File: config.mk
export PLATFORM = sky130hd
export DESIGN_NAME = eth_rx_port
export DESIGN_NICKNAME = d
export VERILOG_FILES = /design/src/rtl/eth_sw_pkg.sv /design/src/rtl/eth_rx_fifo.sv /design/src/rtl/eth_rx_port.sv
export SDC_FILE = /design/constraint.sdc
export NUM_CORES = 2
export LEC_CHECK = 0
export CELL_PAD_IN_SITES_DETAIL_PLACEMENT = 0
export CELL_PAD_IN_SITES_GLOBAL_PLACEMENT = 1
export CORE_MARGIN = 5
export CORE_UTILIZATION = 59
export CTS_BUF_LIST = sky130_fd_sc_hd__clkbuf_4
export DETAILED_ROUTE_END_ITERATION = 8
export GPL_TIMING_DRIVEN = 0
export MAX_ROUTING_LAYER = met4
export PLACE_DENSITY_LB_ADDON = 0.12
export SYNTH_ARGS = -nofsm -noshare
export SYNTH_HDL_FRONTEND = slang
export SYNTH_SLANG_ARGS = --single-unit
File: constraint.sdc
create_clock -name clk -period 6.3 [get_ports clk]
set_input_delay 0.945 -clock clk [delete_from_list [all_inputs] [get_ports clk]]
set_output_delay 0.945 -clock clk [all_outputs]
set_load 0.01 [all_outputs]
File: src/rtl/eth_sw_pkg.sv
`default_nettype none
// ============================================================================
// Module      : eth_sw_pkg
// Description : Shared types and constants for the switch ingress port.
//               Broadcast DA, destination tag encodings, RX/TX state types,
//               the buffered word record and the DA-to-destination decoder.
// Revision    : 1.0 - initial release
// ============================================================================
package eth_sw_pkg;

  localparam logic [31:0] BCAST_DA  = 32'hFFFF_FFFF;

  // Destination tags: bit0 = port A, bit1 = port B. DEST_NONE marks a drop.
  localparam logic [1:0]  DEST_NONE = 2'b00;
  localparam logic [1:0]  DEST_A    = 2'b01;
  localparam logic [1:0]  DEST_B    = 2'b10;
  localparam logic [1:0]  DEST_BC   = 2'b11;

  typedef enum logic [1:0] {
    RX_IDLE    = 2'd0,
    RX_BODY    = 2'd1,
    RX_DISCARD = 2'd2
  } rx_state_e;

  typedef enum logic {
    TX_IDLE = 1'b0,
    TX_SEND = 1'b1
  } tx_state_e;

  typedef struct packed {
    logic [31:0] data;
    logic        sop;
    logic        eop;
  } eth_word_t;

  // Resolves a destination address to a tag; unknown addresses give DEST_NONE.
  function automatic logic [1:0] resolve_dest(input logic [31:0] da,
                                              input logic [31:0] addr_a,
                                              input logic [31:0] addr_b);
    if (da == addr_a)        return DEST_A;
    else if (da == addr_b)   return DEST_B;
    else if (da == BCAST_DA) return DEST_BC;
    else                     return DEST_NONE;
  endfunction

endpackage
`default_nettype wire

File: src/rtl/eth_rx_fifo.sv
`default_nettype none
// ============================================================================
// Module      : eth_rx_fifo
// Description : Packet data FIFO with a speculative write pointer (words of
//               the packet being received) and a committed write pointer
//               (end of the last good packet). Only committed words are
//               visible to the reader; rewind discards the speculative tail.
// Ports       : clk, resetN     - clock, async active-low reset
//               wr_en, wr_word  - write one word (at the rewound position
//                                 when rewind is also set)
//               rewind          - drop speculative words
//               commit          - publish all words up to and including
//                                 this cycle's write
//               rd_en, rd_word  - read head of committed data
//               empty           - no committed word available
//               free_nx         - free words after this cycle's updates
// Revision    : 1.0 - initial release
// ============================================================================
module eth_rx_fifo
  import eth_sw_pkg::*;
#(
  parameter int DEPTH = 64
) (
  input  logic                      clk,
  input  logic                      resetN,
  input  logic                      wr_en,
  input  eth_word_t                 wr_word,
  input  logic                      rewind,
  input  logic                      commit,
  input  logic                      rd_en,
  output eth_word_t                 rd_word,
  output logic                      empty,
  output logic [$clog2(DEPTH):0]    free_nx
);

  localparam int AW = $clog2(DEPTH);

  eth_word_t   mem [DEPTH];

  // One extra MSB per pointer acts as the wrap flag: equal pointers mean
  // empty, pointers differing only in the MSB mean full.
  logic [AW:0] rd_ptr;
  logic [AW:0] cm_ptr;
  logic [AW:0] sp_ptr;
  logic [AW:0] sp_base;
  logic [AW:0] sp_nx;
  logic [AW:0] rd_nx;
  logic [AW:0] cm_nx;

  assign sp_base = rewind ? cm_ptr : sp_ptr;
  assign sp_nx   = sp_base + (AW+1)'(wr_en);
  assign rd_nx   = rd_ptr + (AW+1)'(rd_en);
  assign cm_nx   = commit ? sp_nx : cm_ptr;
  assign free_nx = (AW+1)'(DEPTH) - (sp_nx - rd_nx);
  assign rd_word = mem[rd_ptr[AW-1:0]];
  assign empty   = (cm_ptr == rd_ptr);

  always_ff @(posedge clk) begin
    if (wr_en) mem[sp_base[AW-1:0]] <= wr_word;
  end

  always_ff @(posedge clk or negedge resetN) begin
    if (!resetN) begin
      rd_ptr <= '0;
      cm_ptr <= '0;
      sp_ptr <= '0;
    end else begin
      rd_ptr <= rd_nx;
      cm_ptr <= cm_nx;
      sp_ptr <= sp_nx;
    end
  end

endmodule
`default_nettype wire

File: src/rtl/eth_rx_port.sv
`default_nettype none
// ============================================================================
// Module      : eth_rx_port
// Description : Store-and-forward ingress buffer for one switch port. Decodes
//               the DA, validates framing, commits good packets into the data
//               FIFO and a descriptor FIFO, and forwards each committed packet
//               to the fabric over a valid/ready handshake with a dest tag.
// Ports       : clk, resetN              - clock, async active-low reset
//               inData, inSop, inEop     - incoming word stream
//               portStall                - source must not start a packet
//               outData/outSop/outEop    - outgoing word
//               outValid, outReady       - fabric handshake
//               outDest                  - destination tag for the packet
//               dropPulse                - one cycle per discarded packet
//               goodCnt/dropCnt/stallCnt - saturating statistics, present
//                                          only with ETH_RX_STATS_EN defined
// Revision    : 1.0 - initial release
// ============================================================================
module eth_rx_port
  import eth_sw_pkg::*;
#(
  parameter int          DEPTH      = 64,
  parameter int          MAX_WORDS  = 16,
  parameter int          DESC_DEPTH = 4,
  parameter logic [31:0] PORTA_ADDR = 32'hAAAA_0001,
  parameter logic [31:0] PORTB_ADDR = 32'hBBBB_0002
) (
  input  logic        clk,
  input  logic        resetN,
  input  logic [31:0] inData,
  input  logic        inSop,
  input  logic        inEop,
  output logic        portStall,
  output logic [31:0] outData,
  output logic        outSop,
  output logic        outEop,
  output logic        outValid,
  input  logic        outReady,
  output logic [1:0]  outDest,
  output logic        dropPulse
`ifdef ETH_RX_STATS_EN
  ,
  output logic [15:0] goodCnt,
  output logic [15:0] dropCnt,
  output logic [15:0] stallCnt
`endif
);

  localparam int              AW        = $clog2(DEPTH);
  localparam int              DW        = $clog2(DESC_DEPTH);
  localparam int              LW        = $clog2(MAX_WORDS + 2);
  localparam logic [AW:0]     MIN_FREE  = (AW+1)'(MAX_WORDS);
  localparam logic [LW-1:0]   LEN_MAX   = LW'(MAX_WORDS);
  localparam logic [DW:0]     DESC_FULL = (DW+1)'(DESC_DEPTH);

  // ---------------------------------------------------------------- RX side
  rx_state_e     rx_state, rx_state_nx;
  logic [LW-1:0] rx_len, rx_len_nx;
  logic [1:0]    rx_dest, rx_dest_nx;
  logic [1:0]    da_dest;
  logic          wr_en, rewind, commit, drop;
  eth_word_t     wr_word;

  assign da_dest = resolve_dest(inData, PORTA_ADDR, PORTB_ADDR);
  assign wr_word = '{data: inData, sop: inSop, eop: inEop};

  // Write/commit/rewind must act on the edge that samples the word, so the
  // FIFO controls are decoded combinationally from state and inputs.
  always_comb begin
    wr_en       = 1'b0;
    rewind      = 1'b0;
    commit      = 1'b0;
    drop        = 1'b0;
    rx_state_nx = rx_state;
    rx_len_nx   = rx_len;
    rx_dest_nx  = rx_dest;
    case (rx_state)
      // A discarded oversize packet still lets a new inSop start cleanly.
      RX_IDLE, RX_DISCARD: begin
        if (inSop) begin
          if (inEop) begin
            drop        = 1'b1;           // runt
            rx_state_nx = RX_IDLE;
          end else begin
            wr_en       = 1'b1;
            rx_len_nx   = LW'(1);
            rx_dest_nx  = da_dest;
            rx_state_nx = RX_BODY;
          end
        end else if (inEop) begin
          rx_state_nx = RX_IDLE;
        end
      end
      RX_BODY: begin
        if (inSop) begin
          // Restart: the new DA overwrites the abandoned packet's space.
          rewind = 1'b1;
          drop   = 1'b1;
          if (inEop) begin
            rx_state_nx = RX_IDLE;
          end else begin
            wr_en      = 1'b1;
            rx_len_nx  = LW'(1);
            rx_dest_nx = da_dest;
          end
        end else if (rx_len == LEN_MAX) begin
          rewind      = 1'b1;
          drop        = 1'b1;
          rx_state_nx = inEop ? RX_IDLE : RX_DISCARD;
        end else if (inEop) begin
          // rx_len >= 1 here, so the packet is at least two words long.
          rx_state_nx = RX_IDLE;
          if (rx_dest == DEST_NONE) begin
            rewind = 1'b1;
            drop   = 1'b1;
          end else begin
            wr_en  = 1'b1;
            commit = 1'b1;
          end
        end else begin
          wr_en     = 1'b1;
          rx_len_nx = rx_len + LW'(1);
        end
      end
      default: rx_state_nx = RX_IDLE;
    endcase
  end

  always_ff @(posedge clk or negedge resetN) begin
    if (!resetN) begin
      rx_state  <= RX_IDLE;
      rx_len    <= '0;
      rx_dest   <= DEST_NONE;
      dropPulse <= 1'b0;
    end else begin
      rx_state  <= rx_state_nx;
      rx_len    <= rx_len_nx;
      rx_dest   <= rx_dest_nx;
      dropPulse <= drop;
    end
  end

  // -------------------------------------------------------------- data FIFO
  logic        rd_en;
  eth_word_t   rd_word;
  logic        fifo_empty;
  logic [AW:0] free_nx;

  eth_rx_fifo #(.DEPTH(DEPTH)) u_fifo (
    .clk     (clk),
    .resetN  (resetN),
    .wr_en   (wr_en),
    .wr_word (wr_word),
    .rewind  (rewind),
    .commit  (commit),
    .rd_en   (rd_en),
    .rd_word (rd_word),
    .empty   (fifo_empty),
    .free_nx (free_nx)
  );

  // -------------------------------------------------------- descriptor FIFO
  logic [1:0]  desc_mem [DESC_DEPTH];
  logic [DW:0] desc_wp, desc_rp, desc_rp_nx;
  logic [DW:0] desc_count, desc_count_nx;
  logic        desc_pop;

  assign desc_count    = desc_wp - desc_rp;
  assign desc_rp_nx    = desc_rp + (DW+1)'(1);
  assign desc_count_nx = desc_count + (DW+1)'(commit) - (DW+1)'(desc_pop);

  always_ff @(posedge clk) begin
    if (commit) desc_mem[desc_wp[DW-1:0]] <= rx_dest;
  end

  always_ff @(posedge clk or negedge resetN) begin
    if (!resetN) begin
      desc_wp <= '0;
      desc_rp <= '0;
    end else begin
      desc_wp <= desc_wp + (DW+1)'(commit);
      desc_rp <= desc_rp + (DW+1)'(desc_pop);
    end
  end

  // ---------------------------------------------------------------- TX side
  tx_state_e  tx_state;
  logic       xfer;
  logic       tx_load;
  logic [1:0] load_dest;

  assign xfer  = outValid && outReady;
  assign rd_en = tx_load;

  // tx_load moves the next FIFO word into the output register. After an eop
  // transfer the following packet loads in the same cycle when its
  // descriptor is already queued, giving back-to-back output.
  always_comb begin
    tx_load   = 1'b0;
    desc_pop  = 1'b0;
    load_dest = outDest;
    case (tx_state)
      TX_IDLE: begin
        if ((desc_count != '0) && !fifo_empty) begin
          tx_load   = 1'b1;
          load_dest = desc_mem[desc_rp[DW-1:0]];
        end
      end
      TX_SEND: begin
        if (xfer) begin
          if (outEop) begin
            desc_pop = 1'b1;
            if (desc_count >= (DW+1)'(2)) begin
              tx_load   = 1'b1;
              load_dest = desc_mem[desc_rp_nx[DW-1:0]];
            end
          end else begin
            tx_load = 1'b1;
          end
        end
      end
      default: ;
    endcase
  end

  always_ff @(posedge clk or negedge resetN) begin
    if (!resetN) begin
      tx_state <= TX_IDLE;
      outValid <= 1'b0;
      outData  <= '0;
      outSop   <= 1'b0;
      outEop   <= 1'b0;
      outDest  <= '0;
    end else if (tx_load) begin
      tx_state <= TX_SEND;
      outValid <= 1'b1;
      outData  <= rd_word.data;
      outSop   <= rd_word.sop;
      outEop   <= rd_word.eop;
      outDest  <= load_dest;
    end else if (xfer) begin
      tx_state <= TX_IDLE;
      outValid <= 1'b0;
      outSop   <= 1'b0;
      outEop   <= 1'b0;
    end
  end

  // ------------------------------------------------------------------ stall
  always_ff @(posedge clk or negedge resetN) begin
    if (!resetN) portStall <= 1'b0;
    else         portStall <= (free_nx < MIN_FREE) || (desc_count_nx >= DESC_FULL);
  end

`ifdef ETH_RX_STATS_EN
  // ------------------------------------------------------------- statistics
  always_ff @(posedge clk or negedge resetN) begin
    if (!resetN) begin
      goodCnt  <= '0;
      dropCnt  <= '0;
      stallCnt <= '0;
    end else begin
      if (commit && (goodCnt != 16'hFFFF))     goodCnt  <= goodCnt + 16'd1;
      if (drop && (dropCnt != 16'hFFFF))       dropCnt  <= dropCnt + 16'd1;
      if (portStall && (stallCnt != 16'hFFFF)) stallCnt <= stallCnt + 16'd1;
    end
  end
`endif

endmodule
`default_nettype wire
# After elaboration in Yosys (flattened, before gate mapping)
# Memory sizes are Yosys's and may differ from the RTL's.
# Cells that the tools add are included.
dict set report classes {
  bitwise_logic 2
  n_eq_ne 14
  muxes 57
  order_cmp 3
  reduce_logical 14
  add_sub_neg 11
}
# cell n
set op_table {}
lappend op_table {{$eq 32x32->1 const B} 3}
lappend op_table {{$mux 1} 33}
lappend op_table {{$mux 5} 5}
lappend op_table {{$mux 2} 12}
lappend op_table {{$add 7x1->7} 2}
lappend op_table {{$pmux 5 s2} 1}
lappend op_table {{$add 3x1->3} 3}
lappend op_table {{$pmux 2 s2} 2}
lappend op_table {{$eq 7x7->1} 1}
lappend op_table {{$lt 7x5->1 const B} 1}
lappend op_table {{$mux 7} 1}
lappend op_table {{$sub 7x7->7} 1}
lappend op_table {{$sub 7x7->7 const A} 1}
lappend op_table {{$ne 2x2->1 const B} 3}
lappend op_table {{$ne 3x3->1 const B} 2}
lappend op_table {{$pmux 1 s2} 3}
lappend op_table {{$add 5x1->5 const B} 1}
lappend op_table {{$eq 5x5->1 const B} 1}
lappend op_table {{$reduce_and 5->1} 1}
lappend op_table {{$logic_not 2->1} 2}
lappend op_table {{$ne 2x1->1 const B} 2}
lappend op_table {{$reduce_and 4->1} 1}
lappend op_table {{$reduce_bool 2->1} 2}
lappend op_table {{$ge 3x2->1 const B} 1}
lappend op_table {{14 further kinds} 16}
dict set report word_totals {
  reg_bits 75
  ram_bits 2184
  in_bits 37
  word_cells 118
  n_memories 2
  out_inout_bits 39
}
# memory words width read_ports rd_ports_with_merged_regs wr line
set mem_list {}
lappend mem_list {u_fifo.mem 64 34 1 0 1 eth_rx_fifo.sv:38} ;# eth_word_t mem [DEPTH];
lappend mem_list {desc_mem 4 2 2 0 1 eth_rx_port.sv:163} ;# logic [1:0] desc_mem [DESC_DEPTH];

# Depth between registers and ports, before layout
dict set report logic_depth {
  word_depth 12
  depth_mapped 21
}

# Hierarchy
# Synthesis repeated with hierarchy kept, for this count alone.
dict set report hier_totals {
  cells_unflattened 4336
  hier_area_um2 88232.1
}
# module area_per_inst_um2 seq_area_each_um2 n_inst cells_each
set by_module_without_submodules {}
lappend by_module_without_submodules {eth_rx_fifo 85119.1 65868.2 1 4093}
lappend by_module_without_submodules {eth_rx_port 3113.0 1591.5 1 243}

# Worst setup path after synthesis
# Ideal clock, no wire load.
dict set report synth_path {
  path_kind {flip-flop to flip-flop}
  start {register desc_wp[0]}
  end {register portStall}
  arrival_time_ps 4409
  n_path_buf 2
  setup_ps 124
  slack_ps 1767
  stages_incl_launch_ff 22
  path_cell_list {dfrtp_1 -> inv_1 -> ha_1 -> fa_1 -> xor2_1 -> xnor2_1 -> nand2_1 -> o211a_1 -> o21ai_1 -> buf_2 -> buf_2 -> ha_1 -> nand2_1 -> xnor2_1 -> ha_1 -> ha_1 -> a311oi_1 -> o21bai_1 -> a21oi_1 -> xnor2_1 -> xnor2_1 -> o21ai_1}
}
dict set report synth_between {
  elab_chain_len 11
  word_cells_on_any_way 17
  cone_classes {add/sub (6); order compare (3); mux (5); reduce/logical (3)}
}
# item line
set synth_rtl {}
lappend synth_rtl {{start: declaration} eth_rx_port.sv:164} ;# logic [DW:0] desc_wp, desc_rp, desc_rp_nx;
lappend synth_rtl {{start signal: assignment} eth_rx_port.sv:181} ;# desc_wp <= desc_wp + (DW+1)'(commit);
lappend synth_rtl {{$sub 3x3->3 (*)} eth_rx_port.sv:168} ;# assign desc_count = desc_wp - desc_rp;
lappend synth_rtl {{$ge 3x2->1} eth_rx_port.sv:213} ;# if (desc_count >= (DW+1)'(2)) begin
lappend synth_rtl {{$mux 1} eth_rx_port.sv:213}
lappend synth_rtl {{$mux 1} eth_rx_port.sv:211} ;# if (outEop) begin
lappend synth_rtl {{$mux 1} eth_rx_port.sv:210} ;# if (xfer) begin
lappend synth_rtl {{$pmux 1 s2 (*)} eth_rx_port.sv:202} ;# case (tx_state)
lappend synth_rtl {{via rd_en} eth_rx_port.sv:144} ;# logic rd_en;
lappend synth_rtl {{$add 7x1->7 (*)} eth_rx_fifo.sv:52} ;# assign rd_nx = rd_ptr + (AW+1)'(rd_en);
lappend synth_rtl {{via u_fifo.rd_nx[2]} eth_rx_fifo.sv:47} ;# logic [AW:0] rd_nx;
lappend synth_rtl {{$sub 7x7->7 (*) (2 in a row)} eth_rx_fifo.sv:54} ;# assign free_nx = (AW+1)'(DEPTH) - (sp_nx - rd_nx);
lappend synth_rtl {{$lt 7x5->1 (*)} eth_rx_port.sv:252} ;# else portStall <= (free_nx < MIN_FREE) || (desc_count_nx >= DESC_FULL);
lappend synth_rtl {{$logic_or 1x1->1 (*)} eth_rx_port.sv:252}
lappend synth_rtl {{end signal: assignment} eth_rx_port.sv:252}
lappend synth_rtl {{end: declaration} eth_rx_port.sv:33} ;# output logic portStall,
# Mark *: on every way through the listed nets, which the timed path passes. The rest lies on a longest branch.
# A chain may end at the register's enable or synchronous reset.

# Worst setup path after layout
# Same ends and word-level chain as after synthesis.

==> summary.txt <==
outcome: finished, violations left
failing checks: max-capacitance violations
sequential fraction of the synthesis area: 77.8%
GRT Residual Overflow: 0
vias in the first global route: 46100
Synth Area in Adders: 0.355%
Max Clock Skew: 0.0874 ns
largest net degree at the start of global routing: 65
Port Buf Inserts: 75
RD Place Congestion: 0.928
Max transition margin: 0.418%
Seq pwr share: 39.7%
DIE AREA: 155000 sq um
All-Layer GR Usage: 33.5%
placed instance area: 92500 sq um
Comb power frac: 32.1%
Psw: 14.2 mW
antenna violations before repair: 19
Final Hold Viols: 0
final setup fails: 0
Post-Syn Area per Cell: 22.9 sq um
Max-Cap Viols: 1
IO Count: 76
WL/cell: 36.3 microns
initial DRC count: 6386
mux cell area share after synthesis: 16.6%
register bit total from synthesis: 2259
vias per cell: 6.69
Clock Pin Slew Worst Setup and Hold Paths: 0.06 ns
Critical Path RT: 7.42 ns
period utilisation layout: 93.4%
mapped cell area: 86700 sq um
Max Fanout on Critical Path: 11
Compound-Gate Fraction of Synth Area: 2.37%
First-pass DRT Iterations: 7
CTS tree: done
maximum buffer depth of the clock tree: 4
# DRC: 0
worst-margin pin slew: 1.49 ns
share of cells above drive strength 1: 36.5%
Final Cell Area: 99600 sq um
Final Critical Period: 5.89 ns
Pint: 28.5 mW
post-CTS setup buffers: 0
first-pass GRT wire length: 348000 microns
FFs w/ async S/R, synth: 3.32%
Net Sw Frac: 33.3%
Layout fillers: 9206
clk_lat worst skew: 1.28 ns
main combinational cell family by area after synthesis: multiplexers
met1 WL: 90200 microns
Synth Area in Simple Gates: 1.35%
area delta synth->final: 14.9%
Initial Util: 59.5%
Clock Power Share: 28.2%
top_reg_cell synth: edfxtp_1
Power per Cell Area: 429 nW/um^2
yosys warns: 0
EDFF count, synth: 2184
Net Count, Synth: 3844
Setup TNS: 0 ns
Worst setup SP type: register
RSZ-0062 raised after global routing: no
Reg area: 67500 sq um
post-synthesis xor/xnor area fraction: 0.291%
cts bufs inserted: 578
hpwl dp: 168000 microns
Core Region: 146000 sq um
fmax: 0.170 GHz
Arr. time, crit path: 7.01 ns
Worst setup EP type: register
CTS H-Tree Depth: 6
met3 wire len: 30700 microns
die height: 393 microns
post-route antenna net violation count: 0
DR WL met2: 117000 microns
footprint of the multi-input gates: 18700 sq um
Gate Count Post-Synth: 3783
num rows: 140
Setup Crit Path Kind: reg2reg
Final #Nets: 4621
clock sinks: 2259
Min-Delay Path Class: in2reg
peak supply drop: 0.000268 V
Pleak: 32.3 nW
clk root buf: clkbuf_4
pins over their slew limit: 0
DR top layer: met4
Routed WL: 250000 microns
post-synth cell types: 59
Die X-Extent: 393 microns
via count: 46000
## sequential cells by signal, summed over array words and instances, names as in the netlist
name and count:
u_fifo.sp_ptr 7, portStall 1, outEop 1, outData 32, outDest 2, desc_mem 8
outSop 1, u_fifo.mem 2176, u_fifo.rd_ptr 7, desc_wp 3, desc_rp 3, rx_len 5
rx_state 2, tx_state 1, rx_dest 2, dropPulse 1, u_fifo.cm_ptr 7
## power by group through the flow
| stage | registers (mW) | clock network, mW | logic (mW) |
|---|---|---|---|
| floorplan | 17.2 | 0 | 7.91 |
| global placement | 17.3 | 0 | 13.3 |
| detailed placement | 17.3 | 0 | 13.5 |
| CTS | 17.0 | 12.2 | 13.6 |
| global route | 17.0 | 13.1 | 14.1 |
| finish | 17.0 | 12.1 | 13.7 |
## cell type report
cell class	instances	share of cell area [%]
clock inverter	130	0.718
multi-input combinational	1294	18.7
sequential	2259	67.7
inverter	28	0.105
tap	1917	2.41
antenna	21	0.0527
timing repair buffer	197	2.99
clock buffer	834	6.28
buffer	202	1.02
## worst max-delay path, stage by stage, from the launching register on
cell      delay [ns]
dfrtp_1         0.38
inv_1           0.09
ha_1            0.21
fa_1            0.37
xor2_1          0.17
xnor2_1         0.23
nand2_1         0.10
o211a_1         0.22
o21ai_2         0.63
buf_2           0.53
buf_2           0.50
ha_1            0.28
nand2_1         0.08
xnor2_1         0.30
ha_1            0.29
ha_1            0.29
a311oi_1        0.36
o21bai_1        0.13
a21oi_1         0.20
xnor2_1         0.16
xnor2_1         0.14
o21ai_1         0.08
## cell usage after synthesis (4+ instances only)
master	number	share of area [%]
nor3_1	11	0.063
dfrtp_1	75	2.2
nand2b_1	8	0.058
nor2_1	105	0.45
clkbuf_1	80	0.35
a22oi_1	13	0.11
o21ai_1	22	0.13
nand2_1	68	0.29
nand3_1	15	0.087
o22ai_1	53	0.38
a221oi_1	44	0.44
or3_1	4	0.029
buf_6	9	0.12
nand4_1	10	0.072
buf_4	27	0.23
inv_1	28	0.12
a211oi_1	14	0.12
xor2_1	12	0.12
o32a_1	4	0.046
a31oi_1	14	0.10
a41oi_1	4	0.040
buf_2	67	0.39
ha_1	23	0.33
nor2b_1	11	0.079
a21oi_1	36	0.21
edfxtp_1	2184	76
o221ai_1	5	0.050
a22o_1	44	0.44
mux4_2	594	15
mux2i_1	79	0.91
buf_1	19	0.082
o21ai_0	23	0.13
xnor2_1	15	0.15
nor4_1	6	0.043
mux2_2	19	0.25
and2_1	4	0.029
## what timing repair did
item,4_1_cts,5_1_grt
gates resized for setup,0,1
endpoints found under the hold margin,170,0
endpoints found under the setup margin,0,1
hold buffers,13,0
## layer usage
layer  GRT usage (%)  vias up
met5               -        -
met4            14.7        0
met3            9.15      548
met2            49.5     3240
met1            44.7    24100
li1                -    18100
## stage by stage
stage | util (%) | total power, mW | std cells | hold slack (ns) | setup WS (ns)
after floorplan | - | 25.1 | 3783 | 0.461 | 1.77
after global placement | 61.6 | 30.7 | 5775 | 0.471 | -2.76
after detailed placement | 63.4 | 30.8 | 5884 | 0.472 | 0.134
after CTS | 68.3 | 42.8 | 6861 | 0.0203 | 0.0788
after global routing | 68.3 | 44.2 | 6882 | 0.0365 | 0.0514
final | 68.3 | 42.7 | 6882 | 0.136 | 0.415
## layout by cell type (no fill, tap or decap), types with 11 or more instances in the layout
master and count:
edfxtp_1 2184, clkbuf_4 834, mux4_2 594, buf_2 101
buf_12 97, clkinv_1 92, clkbuf_1 79, mux2i_1 79
dfrtp_1 75, nand2_1 68, nor2_4 64, o22ai_1 53
a22o_1 44, a221oi_1 44, nor2_1 41, clkdlybuf4s50_1 40
a21oi_1 36, inv_1 28, buf_4 28, o21ai_0 23
ha_1 23, diode_2 21, o21ai_1 20, mux2_2 19
buf_1 19, inv_2 18, nand3_1 15, xnor2_1 15
a211oi_1 14, a31oi_1 14, a22oi_1 13, dlygate4sd3_1 13
xor2_1 12, buf_16 12, nor2b_1 11, nor3_1 11
clkinv_2 11
## cell families after synthesis
group / count (synthesis)
compound gates: 292
xor+xnor: 28
mux: 692
buf+inv: 230
fa+ha+maj: 24
flops: 2259
simple gates: 258
## worst paths after layout
check | startpoint | to | cells past startpoint | slack (ns)
worst max-delay path | desc_wp[0] | portStall | 21 | 0.41
worst min-delay path | inData[1] | u_fifo.mem[54][3] | 1 | 0.14
worst max register to register | desc_wp[0] | portStall | 21 | 0.41
worst min register to register | outSop | outSop | 2 | 0.48
max in group asynchronous | resetN | outData[21] | 3 | 5.43
min in group asynchronous | resetN | desc_rp[2] | 2 | 0.16
Note: power is estimated with default switching activity, not from simulation.
